**src/rtl/glitch_filter_edge_counter_if.sv**
```systemverilog
// glitch_filter_edge_counter_if: raw input, debounced level, edge count and event handshake.
// GLITCH_CNT_EN adds the glitch_cnt rejected-window counter.
interface glitch_filter_edge_counter_if #(parameter int CNT_W = 8);
   logic             din;
   logic             filt;
   logic [CNT_W-1:0] rise_cnt;
   logic             evt_valid;
   logic             evt_ready;
   logic             evt_overrun;
`ifdef GLITCH_CNT_EN
   logic [7:0]       glitch_cnt;
   modport master(input din, evt_ready, output filt, rise_cnt, evt_valid, evt_overrun, glitch_cnt);
   modport slave(output din, evt_ready, input filt, rise_cnt, evt_valid, evt_overrun, glitch_cnt);
`else
   modport master(input din, evt_ready, output filt, rise_cnt, evt_valid, evt_overrun);
   modport slave(output din, evt_ready, input filt, rise_cnt, evt_valid, evt_overrun);
`endif
endinterface

```
**src/rtl/glitch_filter_edge_counter.sv**
```systemverilog
// glitch_filter_edge_counter: synchronise, debounce, count rises and report them as events.
// GLITCH_CNT_EN adds a saturating count of rejected confirm windows.
module glitch_filter_edge_counter #(
   parameter int FILTER_LEN = 4,
   parameter int CNT_W      = 8
) (
   input logic                         clk,
   input logic                         rst,
   glitch_filter_edge_counter_if.master bus
);
   // bit 1 of the state is the debounced level
   localparam logic [1:0] STABLE_LOW   = 2'd0;
   localparam logic [1:0] CONFIRM_HIGH = 2'd1;
   localparam logic [1:0] STABLE_HIGH  = 2'd2;
   localparam logic [1:0] CONFIRM_LOW  = 2'd3;
   logic             s1_q, s2_q;
   logic [1:0]       state_q, state_d;
   logic [7:0]       cnt_q, cnt_d;
   logic [CNT_W-1:0] rise_cnt_q, rise_cnt_d;
   logic             evt_valid_q, evt_valid_d, overrun_q, overrun_d;
   logic             rise, rej;
   always_comb begin
      state_d = state_q;
      cnt_d   = cnt_q;
      rise    = 1'b0;
      rej     = 1'b0;
      case (state_q)
         STABLE_LOW: if (s2_q) begin
            state_d = CONFIRM_HIGH;
            cnt_d   = 8'd1;
         end
         CONFIRM_HIGH: if (!s2_q) begin
            state_d = STABLE_LOW;
            rej     = 1'b1;
         end else if (cnt_q == 8'(FILTER_LEN - 1)) begin
            state_d = STABLE_HIGH;
            rise    = 1'b1;
         end else cnt_d = cnt_q + 8'd1;
         STABLE_HIGH: if (!s2_q) begin
            state_d = CONFIRM_LOW;
            cnt_d   = 8'd1;
         end
         CONFIRM_LOW: if (s2_q) begin
            state_d = STABLE_HIGH;
            rej     = 1'b1;
         end else if (cnt_q == 8'(FILTER_LEN - 1)) state_d = STABLE_LOW;
         else cnt_d = cnt_q + 8'd1;
      endcase
   end
   // a rise while an unaccepted event is pending is dropped and flagged
   assign evt_valid_d = rise | (evt_valid_q & ~bus.evt_ready);
   assign overrun_d   = overrun_q | (rise & evt_valid_q & ~bus.evt_ready);
   assign rise_cnt_d  = rise_cnt_q + CNT_W'(rise);
   always_ff @(posedge clk) begin
      if (rst) begin
         s1_q        <= 1'b0;
         s2_q        <= 1'b0;
         state_q     <= STABLE_LOW;
         cnt_q       <= 8'd0;
         rise_cnt_q  <= '0;
         evt_valid_q <= 1'b0;
         overrun_q   <= 1'b0;
      end else begin
         s1_q        <= bus.din;
         s2_q        <= s1_q;
         state_q     <= state_d;
         cnt_q       <= cnt_d;
         rise_cnt_q  <= rise_cnt_d;
         evt_valid_q <= evt_valid_d;
         overrun_q   <= overrun_d;
      end
   end
   assign bus.filt        = state_q[1];
   assign bus.rise_cnt    = rise_cnt_q;
   assign bus.evt_valid   = evt_valid_q;
   assign bus.evt_overrun = overrun_q;
`ifdef GLITCH_CNT_EN
   logic [7:0] glitch_q, glitch_d;
   assign glitch_d = glitch_q + 8'((rej && glitch_q != 8'hff) ? 1 : 0);
   always_ff @(posedge clk) glitch_q <= rst ? 8'd0 : glitch_d;
   assign bus.glitch_cnt = glitch_q;
`else
   logic unused_rej;
   assign unused_rej = rej;
`endif
endmodule

```
**src/flat_wrapper.sv**
```systemverilog
// flat-port wrapper written by rule: the top's interface ports become plain ports
module glitch_filter_edge_counter_flat 
#(
   parameter int FILTER_LEN = 4,
   parameter int CNT_W      = 8
)
  (clk, rst, bus_din, bus_evt_ready, bus_filt, bus_rise_cnt, bus_evt_valid, bus_evt_overrun);
  glitch_filter_edge_counter_if #(.CNT_W(CNT_W)) bus_i ();
  input logic clk;
  input logic rst;
  input wire logic [$bits(bus_i.din)-1:0] bus_din;
  input wire logic [$bits(bus_i.evt_ready)-1:0] bus_evt_ready;
  output wire logic [$bits(bus_i.filt)-1:0] bus_filt;
  output wire logic [$bits(bus_i.rise_cnt)-1:0] bus_rise_cnt;
  output wire logic [$bits(bus_i.evt_valid)-1:0] bus_evt_valid;
  output wire logic [$bits(bus_i.evt_overrun)-1:0] bus_evt_overrun;
  assign bus_i.din = bus_din;
  assign bus_i.evt_ready = bus_evt_ready;
  assign bus_filt = bus_i.filt;
  assign bus_rise_cnt = bus_i.rise_cnt;
  assign bus_evt_valid = bus_i.evt_valid;
  assign bus_evt_overrun = bus_i.evt_overrun;
  glitch_filter_edge_counter #(.FILTER_LEN(FILTER_LEN), .CNT_W(CNT_W)) u_core (.clk(clk), .rst(rst), .bus(bus_i));
endmodule
```
**config.mk**
```make
export PLATFORM = sky130hd
export DESIGN_NAME = glitch_filter_edge_counter_flat
export DESIGN_NICKNAME = d
export VERILOG_FILES = /design/src/rtl/glitch_filter_edge_counter_if.sv /design/src/rtl/glitch_filter_edge_counter.sv /design/src/flat_wrapper.sv
export SDC_FILE = /design/constraint.sdc
export NUM_CORES = 1
export LEC_CHECK = 0
export CORE_MARGIN = 2
export CORE_UTILIZATION = 46
export CTS_CLUSTER_SIZE = 28
export DETAILED_ROUTE_END_ITERATION = 7
export GPL_TIMING_DRIVEN = 0
export HOLD_SLACK_MARGIN = 0.1
export PLACE_DENSITY = 0.75
export SYNTH_ARGS = -nofsm -noshare
export SYNTH_HDL_FRONTEND = slang
export SYNTH_SLANG_ARGS = --single-unit
export TNS_END_PERCENT = 20
```
**constraint.sdc**
```tcl
create_clock -name clk -period 2.3 [get_ports clk]
set_input_delay 0.23 -clock clk [delete_from_list [all_inputs] [get_ports clk]]
set_output_delay 0.23 -clock clk [all_outputs]
set_load 0.05 [all_outputs]
```
Word-level counts from Yosys, hierarchy flattened
Index checks and enable logic that the tools add are counted.
Widths: inputs -> output; s select.

word-level totals
  register bits after elaboration = 22
  bits in latches = 0
  RAM bits = 0
  bits in read-only memories = 0
  bits of input ports = 4
  output and inout bits = 11
  logic and storage cells = 44
  memories = 0

cells by class
  add/subtract/negate cells = 2
  $mul = 0
  divide/modulo/power cells = 0
  magnitude comparators = 0
  equal/unequal tests = 10
  shifts and indexed selects = 0
  multiplexer cells = 16
  bitwise operators = 6
  reductions and logical operators = 3

operator list
  operator             count
  $mux 8               5
  $pmux 8 s4           1
  $mux 2               6
  $add 8x1->8          1
  $add 8x1->8 const B  1
  $eq 8x2->1 const B   1
  $pmux 2 s4           1
  $reduce_and 4->1     2
  $eq 2x2->1 const B   2
  $ne 2x1->1 const B   2
  $ne 2x2->1 const B   2
  $and 1x1->1          3
  $mux 1               3
  $ne 3x1->1 const B   1
  $ne 3x3->1 const B   1
  $eq 2x1->1 const B   1
  $logic_not 2->1      1
  $or 1x1->1           2
  $not 1->1            1

Logic depth before layout (Yosys ltp)
Gate-level depths: netlist of run 1.

  word-level depth = 7
  gate-level depth with buffers = 8

Worst setup path after synthesis of run 1
No wires, ideal clock.

  path type = register -> register
  start = register u_core.cnt_q[0]
  end = register u_core.rise_cnt_q[7] (netlist: u_core.bus.rise_cnt[7])
  library setup time = 0.071 ns
  arrival time = 2.238 ns
  data required time = 2.229 ns
  setup slack = -0.009 ns
  stages on the path, launching flop included = 9
  path buffers = 0
  period minus slack after synthesis = 2.309 ns
  cell sequence = dfxtp_1 > ha_1 > or4bb_1 > or3_4 > inv_1 > ha_1 > nand2_1 > or4_1 > a21oi_1

between the ends
  longest elaborated chain between the ends = 5

ends and longest elaborated chain
  item                      RTL line                          source
  start: declaration        glitch_filter_edge_counter.sv:18  logic [7:0] cnt_q, cnt_d;
  start signal: assignment  glitch_filter_edge_counter.sv:67  cnt_q <= cnt_d;
  $eq 8x2->1                glitch_filter_edge_counter.sv:35  end else if (cnt_q == 8'(FILTER_LEN - 1)) begin
  $mux 1                    glitch_filter_edge_counter.sv:35
  $mux 1                    glitch_filter_edge_counter.sv:32  CONFIRM_HIGH: if (!s2_q) begin
  $mux 1                    glitch_filter_edge_counter.sv:27  case (state_q)
  $add 8x1->8               glitch_filter_edge_counter.sv:53  assign rise_cnt_d = rise_cnt_q + CNT_W'(rise);
  end signal: assignment    glitch_filter_edge_counter.sv:68  rise_cnt_q <= rise_cnt_d;
  end: declaration          glitch_filter_edge_counter.sv:19  logic [CNT_W-1:0] rise_cnt_q, rise_cnt_d;

Every way passes these cells.
A chain may end at the register's enable or synchronous reset.

Final worst setup path of run 1
Ends and elaborated chain as after synthesis.

==> results of run 1 <==
-- power breakdown --
part           switching [mW]  internal, mW
combinational          0.0136        0.0105
clock                   0.108        0.0611
sequential            0.00226         0.384
total                   0.123         0.456
-- layer usage --
metal  share of wire (%)  track usage (%)  vias to the layer above
met5                   0                0                        -
met2                  50             28.9                       34
met1                  44             23.0                      426
met4                0.94             7.41                        0
li1                    -                -                      440
met3                 4.9             4.85                        6
-- cell type report --
class,instances,area [um2],share of cell area [%]
buffer,2,7.51,0.588
clock buffer,3,22.5,1.76
inverter,8,32.5,2.55
multi-input combinational,75,543,42.5
sequential,22,445,34.9
tap,27,33.8,2.64
timing repair buffer,21,193,15.1
-- final timing paths --
path                                                           to  slack, ns  depth (start not counted)
worst max-delay path            u_core.bus.rise_cnt[7]$_SDFF_PP0_       0.04                          8
worst min register to register             u_core.s2_q$_SDFF_PP0_       0.46                          1
worst max register to register  u_core.bus.rise_cnt[7]$_SDFF_PP0_       0.04                          8
worst min-delay path                       u_core.s2_q$_SDFF_PP0_       0.46                          1
-- stage by stage --
stage	power (mW)	hold WS [ns]	setup slack [ns]	cells
2_1_floorplan	0.406	0.302	0.00406	107
3_3_place_gp	0.416	0.420	-0.101	148
3_5_place_dp	0.417	0.436	-0.166	148
4_1_cts	0.586	0.462	0.00714	156
5_1_grt	0.600	0.478	-0.0384	158
6_report	0.579	0.457	0.0420	158
-- Yosys cell counts --
cell type	instances
a2111oi_0	2
or3_1	3
o31ai_1	4
or3_2	1
a21oi_2	1
a31o_2	1
a21oi_1	9
nand4_1	3
nor4bb_1	1
nor3b_1	1
nor4_1	2
clkbuf_1	2
nand2_1	4
or4_1	4
xnor2_1	2
a211o_1	1
a21o_1	1
xor2_1	3
nor2b_1	3
or4_4	1
o21ai_0	6
nand2b_1	3
dfxtp_1	22
ha_1	3
a211oi_1	2
or4bb_1	1
o21a_1	1
nor2_1	6
nand3_1	5
inv_1	8
or3_4	1
-- cell families (layout without fill, tap and decap cells) --
family                     after synthesis  in the layout
buffers and inverters                   10             34
and+or+nand+nor                         39             39
adders and majority gates                3              3
AOI/OAI and AO/OA                       28             28
xor gates and xnor gates                 5              5
DFF                                     22             22
-- state kept, by name (all words and copies together) (netlist names), named ones only --
signal                  count
u_core.bus.evt_overrun      1
u_core.bus.evt_valid        1
u_core.bus.rise_cnt         8
u_core.s2_q                 1
u_core.state_q              1
u_core.cnt_q                8
u_core.s1_q                 1
-- worst max-delay path: stages, from the launching register on --
cell     delay (ns)
dfxtp_2        0.37
ha_4           0.14
or4bb_4        0.47
or3_4          0.41
inv_4          0.07
ha_4           0.15
nand2_4        0.06
or4_4          0.42
a21oi_2        0.11
-- timing repair --
item                                   4_1_cts  5_1_grt
buffers inserted                             5        2
gates cloned                                 0        0
setup endpoints to repair                    3        3
endpoints found under the hold margin        0        0
gates resized for setup                      7        6
pin swaps                                    2        3
==> key figures, run 1 <==
Placed design
  – Area after detailed placement: 1160 um2
  – GP Congestion: 0.828
  – I/O Buffers: 14
  – Detailed Place HPWL: approximately 1500 um

Setup path
  – Startpoint Class: flop
  – Max FO, Critical Path: 4
  – WP data required: 2.54 ns
  – Start point of the critical path: u_core.cnt_q[0]$_SDFFE_PP0P_
  – Crit path DAT: about 2.5 ns
  – Crit Path Class: reg2reg
  – Worst r2r src: u_core.cnt_q[0]$_SDFFE_PP0P_
  – Worst Setup End Kind: flop

Layout
  – Final Instance Area: roughly 1300 um2
  – FILL cells: 153
  – # diodes: 0
  – Area grow syn2layout: 30.7%
  – Post-layout util: 64.5%
  – Layout cells sized above 1: ~20%
  – Commonest non-fill, non-tap cell in the layout: dfxtp_1
  – Most frequent cells in the layout: 18 x dfxtp_1, 14 x clkdlybuf4s50_1, 8 x a21oi_1, 7 x inv_1, 7 x buf_4
  – Nets: 140

Clock network
  – Clk Latency, worst-skew pair: approximately 0.3 ns
  – Max clock buf depth: 2
  – Htree depth: 1
  – CTS Hold Bufs: 0
  – Clk slew on worst S/H paths: approximately 0.11 ns
  – CTS tree: built
  – Clk sinks: 22
  – CTS Buf Count: 3
  – Root buffer cell: clkbuf_4

Synth
  – Post-synthesis cell area: approximately 980 um2
  – Mapped Nets: 114
  – Yosys warnings: 0
  – Largest family of logic cells by synthesized area: simple AND/OR/NAND/NOR gates
  – Biggest area consumer among synthesized cells: dfxtp_1
  – Syn avg cell area: 9.13 um2
  – Synth Area in Adders: between 3 and 4%
  – Simple-gate share of the synthesized area: around a quarter
  – XOR/XNOR Fraction of Synth Area: under 10%
  – Synth top area share: ~45%
  – Multiplexer share of the synthesized area: 0%
  – #FFs+latches synth: 22
  – Synth Area in Compound Gates: between 10% and 20%
  – Register area share after synthesis: between 40% and 50%
  – Synth Instances: ~110
  – Area contributors post-synth: dfxtp_1 45%, a21oi_1 4.6%, ha_1 3.8%
  – Synth unique cells: 31

Status
  – Status: finished clean

Timing
  – Least-Margin Pin Slew: ~0.80 ns
  – Post-layout min period: roughly 2.3 ns
  – RSZ-0062 raised after global routing: yes
  – Final slew viol count: 0
  – Final setup viols: 0
  – Setup TNS: 0 ns
  – Slew margin rel.: 45.9%
  – Fmax: approximately 0.44 GHz
  – Final period utilization: 98.2%
  – Final Skew: ~0.0032 ns
  – Final Hold Vio Count: 0

Floorplanning
  – Boundary pin count: 15
  – Initial core utilization: 49.3%
  – Die area: around 2500 um2
  – Die Wd: between 50 and 60 um
  – Core area: 1980 um2
  – Die Y: about 50 um
  – Row count: 16

Global routing
  – First-pass GRT wire length: about 3500 um
  – Gr usage total: around 18%
  – Vias in the first global route: approximately 820
  – Total gr overflow: 0
  – Initial antenna violation count: 0
  – Largest net degree at the start of global routing: 12

Drt
  – Via-per-instance ratio: ~5.7
  – Post-DR wirelength/cell: between 10 and 15 um
  – Drt total wl: between 2000 and 2500 um
  – Remaining DRCs: 0
  – Vias: between 900 and 1,000
  – Post-DRT Antenna Nets: 0
  – Drt initial violations: 32
  – Pre-antenna DRT Iters: 4

Power and ir drop
  – Power per cell area: around 450 nW/um2
  – P_leak: around 0.43 nW
  – Peak VDD IR: roughly 0.00034 V

Hold path
  – Hold Crit Class: reg2reg
  – Worst Hold Launch: u_core.s1_q$_SDFF_PP0_

Run
  – Number of max-cap violations: 0
Power figures use the tool's default switching activity.
==> inputs of run 2 (changes only) <==
--- a/config.mk
+++ b/config.mk
@@ -5,7 +5,6 @@
 export SDC_FILE = /design/constraint.sdc
 export NUM_CORES = 1
 export LEC_CHECK = 0
-export CORE_MARGIN = 2
 export CORE_UTILIZATION = 46
 export CTS_CLUSTER_SIZE = 28
 export DETAILED_ROUTE_END_ITERATION = 7
==> key figures, run 2 (same netlist as run 1, synthesis figures left out) <==
Status
  – Status: finished clean

Drt
  – Remaining DRCs: 0 (unchanged)
  – Post-DRT Antenna Nets: 0 (unchanged)
  – Pre-antenna DRT Iters: 4 (unchanged)
  – Drt initial violations: 18 (-44%)
  – Post-DR wirelength/cell: 13.7 um (+1.9%)
  – Drt total wl: 2150 um (+1.3%)
  – Via-per-instance ratio: 5.67 (-1.1%)
  – Vias: 890 (-1.8%)

Layout
  – Commonest non-fill, non-tap cell in the layout: dfxtp_1
  – # diodes: 0 (unchanged)
  – Nets: 138 (-1.4%)
  – Layout cells sized above 1: 18.5% (-1.4 points)
  – Most frequent cells in the layout: 20 x dfxtp_1, 14 x clkdlybuf4s50_1, 8 x a21oi_1, 7 x inv_1
  – Final Instance Area: 1280 um2 (about the same)
  – FILL cells: 162 (+5.9%)
  – Area grow syn2layout: 30.6% (about the same)

Global routing
  – Total gr overflow: 0 (unchanged)
  – Busiest grt layer: met2
  – First-pass GRT wire length: 3430 um (-2.9%)
  – Grt met3 use: 2.22% (-2.6 points)
  – M2 GR Usage: 35.1% (+6.2 points)
  – Initial antenna violation count: 0 (unchanged)
  – Vias in the first global route: 780 (-5.1%)
  – Routing usage on met1: 28.9% (+5.9 points)
  – Largest net degree at the start of global routing: 13 (+1)
  – Gr usage total: 21.6% (+3.5 points)

Timing
  – RSZ-0062 raised after global routing: yes
  – Final Hold Vio Count: 0 (unchanged)
  – Final Skew: 0.00528 ns (+0.00211 ns)
  – Post-layout min period: 2.25 ns (-0.00811 ns)
  – Fmax: 0.444 GHz (+0.36%)
  – Final period utilization: 97.8% (-0.35 points)
  – Final slew viol count: 0 (unchanged)
  – Fin Hold WS: 0.449 ns (-0.00848 ns)
  – Worst Setup Slack, final: 0.0502 ns (+0.00811 ns)
  – Least-Margin Pin Slew: 0.763 ns (-0.0415 ns)
  – Slew margin rel.: 48.7% (+2.8 points)
  – Final setup viols: 0 (unchanged)

Power and ir drop
  – Peak VDD IR: 0.000359 V (+5.2%)
  – P_leak: 0.422 nW (-1.5%)
  – Power per cell area: 493 nW/um2 (+8.8%)

Placed design
  – DP Worst Slack: -0.168 ns (-0.00251 ns)
  – Detailed Place HPWL: 1450 um (-2.0%)
  – Area after detailed placement: 1160 um2 (unchanged)
  – GP Congestion: 0.843 (+1.8%)
  – I/O Buffers: 14 (unchanged)

Clock network
  – Clk Latency, worst-skew pair: 0.31 ns (about the same)
  – CTS Buf Count: 3 (unchanged)
  – Htree depth: 1 (unchanged)
  – CTS Hold Bufs: 0 (unchanged)
  – Root buffer cell: clkbuf_4
  – CTS tree: built
  – Max clock buf depth: 2 (unchanged)
  – Clk slew on worst S/H paths: 0.13 ns (+0.02 ns)
  – Clk sinks: 22 (unchanged)

Floorplanning
  – Initial core utilization: 49.3% (unchanged)
  – Die area: 2310 um2 (-7.8%)
  – Boundary pin count: 15 (unchanged)
  – Die Y: 48.1 um (-4.0%)
  – Die Wd: 48.1 um (-4.0%)
  – Row count: 16 (unchanged)
  – Core area: 1980 um2 (unchanged)

Hold path
  – Hold Crit Class: in2reg

Setup path
  – Crit Path Class: reg2reg
  – Max FO, Critical Path: 8 (+4)
  – WP data required: 2.55 ns (about the same)
  – Crit path DAT: 2.50 ns (about the same)
  – Worst Setup End Kind: flop
  – Startpoint Class: flop

Run
  – Number of max-cap violations: 0 (unchanged)
run 2: changes by cell type in the layout (fill, tap and decap cells not counted):
cell      change
ha_1          -1
buf_4         -2
ha_2          +1
clkbuf_8      +1
dfxtp_2       -2
dfxtp_1       +2
run 2: worst paths after layout:
| path | startpoint | to | slack, ns | cells after the start |
|---|---|---|---|---|
| worst max register to register | u_core.cnt_q[3]$_SDFFE_PP0P_ | u_core.bus.rise_cnt[7]$_SDFF_PP0_ | 0.05 | 7 |
| worst max-delay path | u_core.cnt_q[3]$_SDFFE_PP0P_ | u_core.bus.rise_cnt[7]$_SDFF_PP0_ | 0.05 | 7 |
| worst min register to register | u_core.s1_q$_SDFF_PP0_ | u_core.s2_q$_SDFF_PP0_ | 0.46 | 1 |
| worst min-delay path | bus_din | u_core.s1_q$_SDFF_PP0_ | 0.45 | 2 |
run 2: layout make-up:
class,instances,area [um2],share of cell area [%]
multi-input cells,75,546,42.7
well taps,27,33.8,2.65
repair buffers,19,178,13.9
inverters,8,32.5,2.55
plain buffers,2,7.51,0.588
flip-flops and latches,22,443,34.7
clock buffers,4,36.3,2.84
run 2: repair_timing:
action,in CTS,in global routing
buffers inserted,4,1
gates resized for setup,7,5
pin swaps,3,2
setup endpoints to repair,3,3
run 2: critical path: stages, from the launching register on:
cell and delay [ns]:
dfxtp_1 0.40, or4_4 0.57, or3_4 0.42, inv_4 0.08, ha_4 0.14, nand2_4 0.05
or4_4 0.41, a21oi_2 0.11
run 2: through the flow:
stage	total power [mW]	TNS (ns)	utilization, %	instances
after floorplan	0.406	0	-	107
after global placement	0.416	-0.102	58.3	148
after CTS	0.629	0	63.1	156
after detailed placement	0.416	-0.284	58.3	148
after global routing	0.657	-0.0171	64.4	157
final	0.629	0	64.4	157
run 2: power breakdown:
part           internal [mW]  total, mW  switching, mW  leakage, nW
Sequential             0.384      0.386        0.00227        0.179
Combinational         0.0106     0.0246         0.0140        0.222
Clock                 0.0967      0.218          0.122       0.0210
run 2: metal layers:
metal	part of all wire [%]	vias to the layer above
met5	0	-
met4	1.3	0
met3	4.2	4
met2	52	27
met1	43	424
li1	-	435
==> inputs of run 3 (changes only) <==
--- a/config.mk
+++ b/config.mk
@@ -11,6 +11,7 @@
 export GPL_TIMING_DRIVEN = 0
 export HOLD_SLACK_MARGIN = 0.1
 export PLACE_DENSITY = 0.75
+export REMOVE_ABC_BUFFERS = 1
 export SYNTH_ARGS = -nofsm -noshare
 export SYNTH_HDL_FRONTEND = slang
 export SYNTH_SLANG_ARGS = --single-unit
==> key figures, run 3 (same netlist as run 1, synthesis figures left out) <==
Global routing
  – Gr usage total: 20.7% (-0.90 points)
  – Total gr overflow: 0 (unchanged)
  – Vias in the first global route: 755 (-3.2%)
  – First-pass GRT wire length: 3220 um (-6.0%)
  – Largest net degree at the start of global routing: 17 (+4)
  – Initial antenna violation count: 0 (unchanged)

Timing
  – Slew margin rel.: 25.4% (-23 points)
  – Final Skew: 0.00297 ns (-0.00231 ns)
  – RSZ-0062 raised after global routing: yes
  – Final slew viol count: 0 (unchanged)
  – Final setup viols: 0 (unchanged)
  – Final period utilization: 98.7% (+0.85 points)
  – Worst Setup Slack, final: 0.0305 ns (-0.0196 ns)
  – Fmax: 0.441 GHz (-0.87%)
  – Least-Margin Pin Slew: 1.11 ns (+0.348 ns)
  – Post-layout min period: 2.27 ns (+0.0196 ns)
  – Final Hold Vio Count: 0 (unchanged)
  – Setup TNS: 0 ns (unchanged)

Clock network
  – Max clock buf depth: 2 (unchanged)
  – CTS Hold Bufs: 0 (unchanged)
  – CTS Buf Count: 3 (unchanged)
  – Htree depth: 1 (unchanged)
  – Clk slew on worst S/H paths: 0.12 ns (about the same)
  – Clk Latency, worst-skew pair: 0.31 ns (about the same)
  – Root buffer cell: clkbuf_4
  – CTS tree: built
  – Clk sinks: 22 (unchanged)

Floorplanning
  – Die Wd: 48.1 um (unchanged)
  – Initial core utilization: 49.3% (unchanged)
  – Core area: 1980 um2 (unchanged)
  – Row count: 16 (unchanged)
  – Boundary pin count: 15 (unchanged)
  – Die area: 2310 um2 (unchanged)
  – Die Y: 48.1 um (unchanged)

Drt
  – Vias: 859 (-3.5%)
  – Post-DR wirelength/cell: 13.4 um (-2.0%)
  – Remaining DRCs: 0 (unchanged)
  – Post-DRT Antenna Nets: 0 (unchanged)
  – Via-per-instance ratio: 5.54 (-2.2%)
  – Drt total wl: 2080 um (-3.2%)
  – Pre-antenna DRT Iters: 4 (unchanged)
  – Drt initial violations: 20 (+2)

Layout
  – Multi-input logic area: 546 um2 (unchanged)
  – Post-layout util: 64.1% (-0.32 points)
  – FF/Latch Area: 444 um2 (+0.28%)
  – Nets: 136 (-1.4%)
  – # diodes: 0 (unchanged)
  – Commonest non-fill, non-tap cell in the layout: dfxtp_1
  – Area grow syn2layout: 30.0%
  – Most frequent cells in the layout: 19 x dfxtp_1, 14 x clkdlybuf4s50_1, 8 x a21oi_1, 7 x inv_1
  – FILL cells: 162 (unchanged)
  – Layout cells sized above 1: 19.5% (+1.1 points)

Placed design
  – Detailed Place HPWL: 1280 um (-12%)
  – I/O Buffers: 14 (unchanged)
  – DP Worst Slack: -0.195 ns (-0.0268 ns)
  – GP Congestion: 0.795 (-5.8%)

Setup path
  – Slowest CP cell: or4bb_4
  – Max FO, Critical Path: 4 (-4)
  – Critical path cell sequence: ha_4 > or4bb_4 > or3_4 > inv_4 > ha_4 > nand2_4 > or4_4 > a21oi_2
  – Worst Setup End Kind: flop
  – Crit path DAT: 2.52 ns (+0.02 ns)
  – Most frequent cell on the critical path: ha_4
  – R2R Setup Slk: 0.03 ns (-0.02 ns)
  – Startpoint Class: flop
  – Crit Path Class: reg2reg
  – WP data required: 2.55 ns (about the same)
  – Worst path max stage delay: 0.46 ns (-0.11 ns)

Status
  – Status: finished clean

Run
  – Number of max-cap violations: 0 (unchanged)

Hold path
  – Hold Crit Class: in2reg

Power and ir drop
  – P_leak: 0.420 nW (-0.44%)
  – Peak VDD IR: 0.000354 V (-1.4%)
  – Power per cell area: 495 nW/um2 (+0.27%)
-- run 3: per-stage QoR --
step	area, um2	hold slack [ns]	cells	total power [mW]
finish	1270	0.450	155	0.628
global route	1270	0.470	155	0.651
CTS	1240	0.438	153	0.638
detailed placement	1140	0.429	146	0.415
global placement	1140	0.420	146	0.415
floorplan	970	0.292	105	0.404
-- run 3: cell type report --
type | instances | area share [%]
Clock buffer | 4 | 2.86
Timing Repair Buffer | 19 | 14.0
Multi-Input combinational cell | 75 | 43.0
Sequential cell | 22 | 35.0
Tap cell | 27 | 2.66
Inverter | 8 | 2.56
-- run 3: metal layers --
layer	global-route usage, %	share of wire, %
met5	0	0
met4	10.0	1.8
met3	4.44	3.9
met2	32.2	48
met1	27.3	47
-- run 3: critical path, delay by kind of cell (launching register included) --
family          cells  cell delay (ns)
flops               1             0.38
fa+ha+maj           2             0.28
buf+inv             1             0.07
simple gates        4             1.34
compound gates      1             0.14
-- run 3: timing repair --
item                       4_1_cts  5_1_grt
setup buffers                    3        2
resized for setup               10        5
setup endpoints to repair        3        3
pin swaps                        2        3
gates cloned                     0        0
-- run 3: final timing paths --
| check | start | cells after the start | to |
|---|---|---|---|
| worst max register to register | u_core.cnt_q[1]$_SDFFE_PP0P_ | 8 | u_core.bus.rise_cnt[7]$_SDFF_PP0_ |
| worst min register to register | u_core.s1_q$_SDFF_PP0_ | 1 | u_core.s2_q$_SDFF_PP0_ |
| worst min-delay path | bus_din | 2 | u_core.s1_q$_SDFF_PP0_ |
| worst max-delay path | u_core.cnt_q[1]$_SDFFE_PP0P_ | 8 | u_core.bus.rise_cnt[7]$_SDFF_PP0_ |
-- run 3: where the power goes --
| part | internal (mW) | switching [mW] | leakage (nW) |
|---|---|---|---|
| registers | 0.384 | 0.00218 | 0.179 |
| logic | 0.0100 | 0.0136 | 0.220 |
| clock network | 0.0968 | 0.121 | 0.0210 |
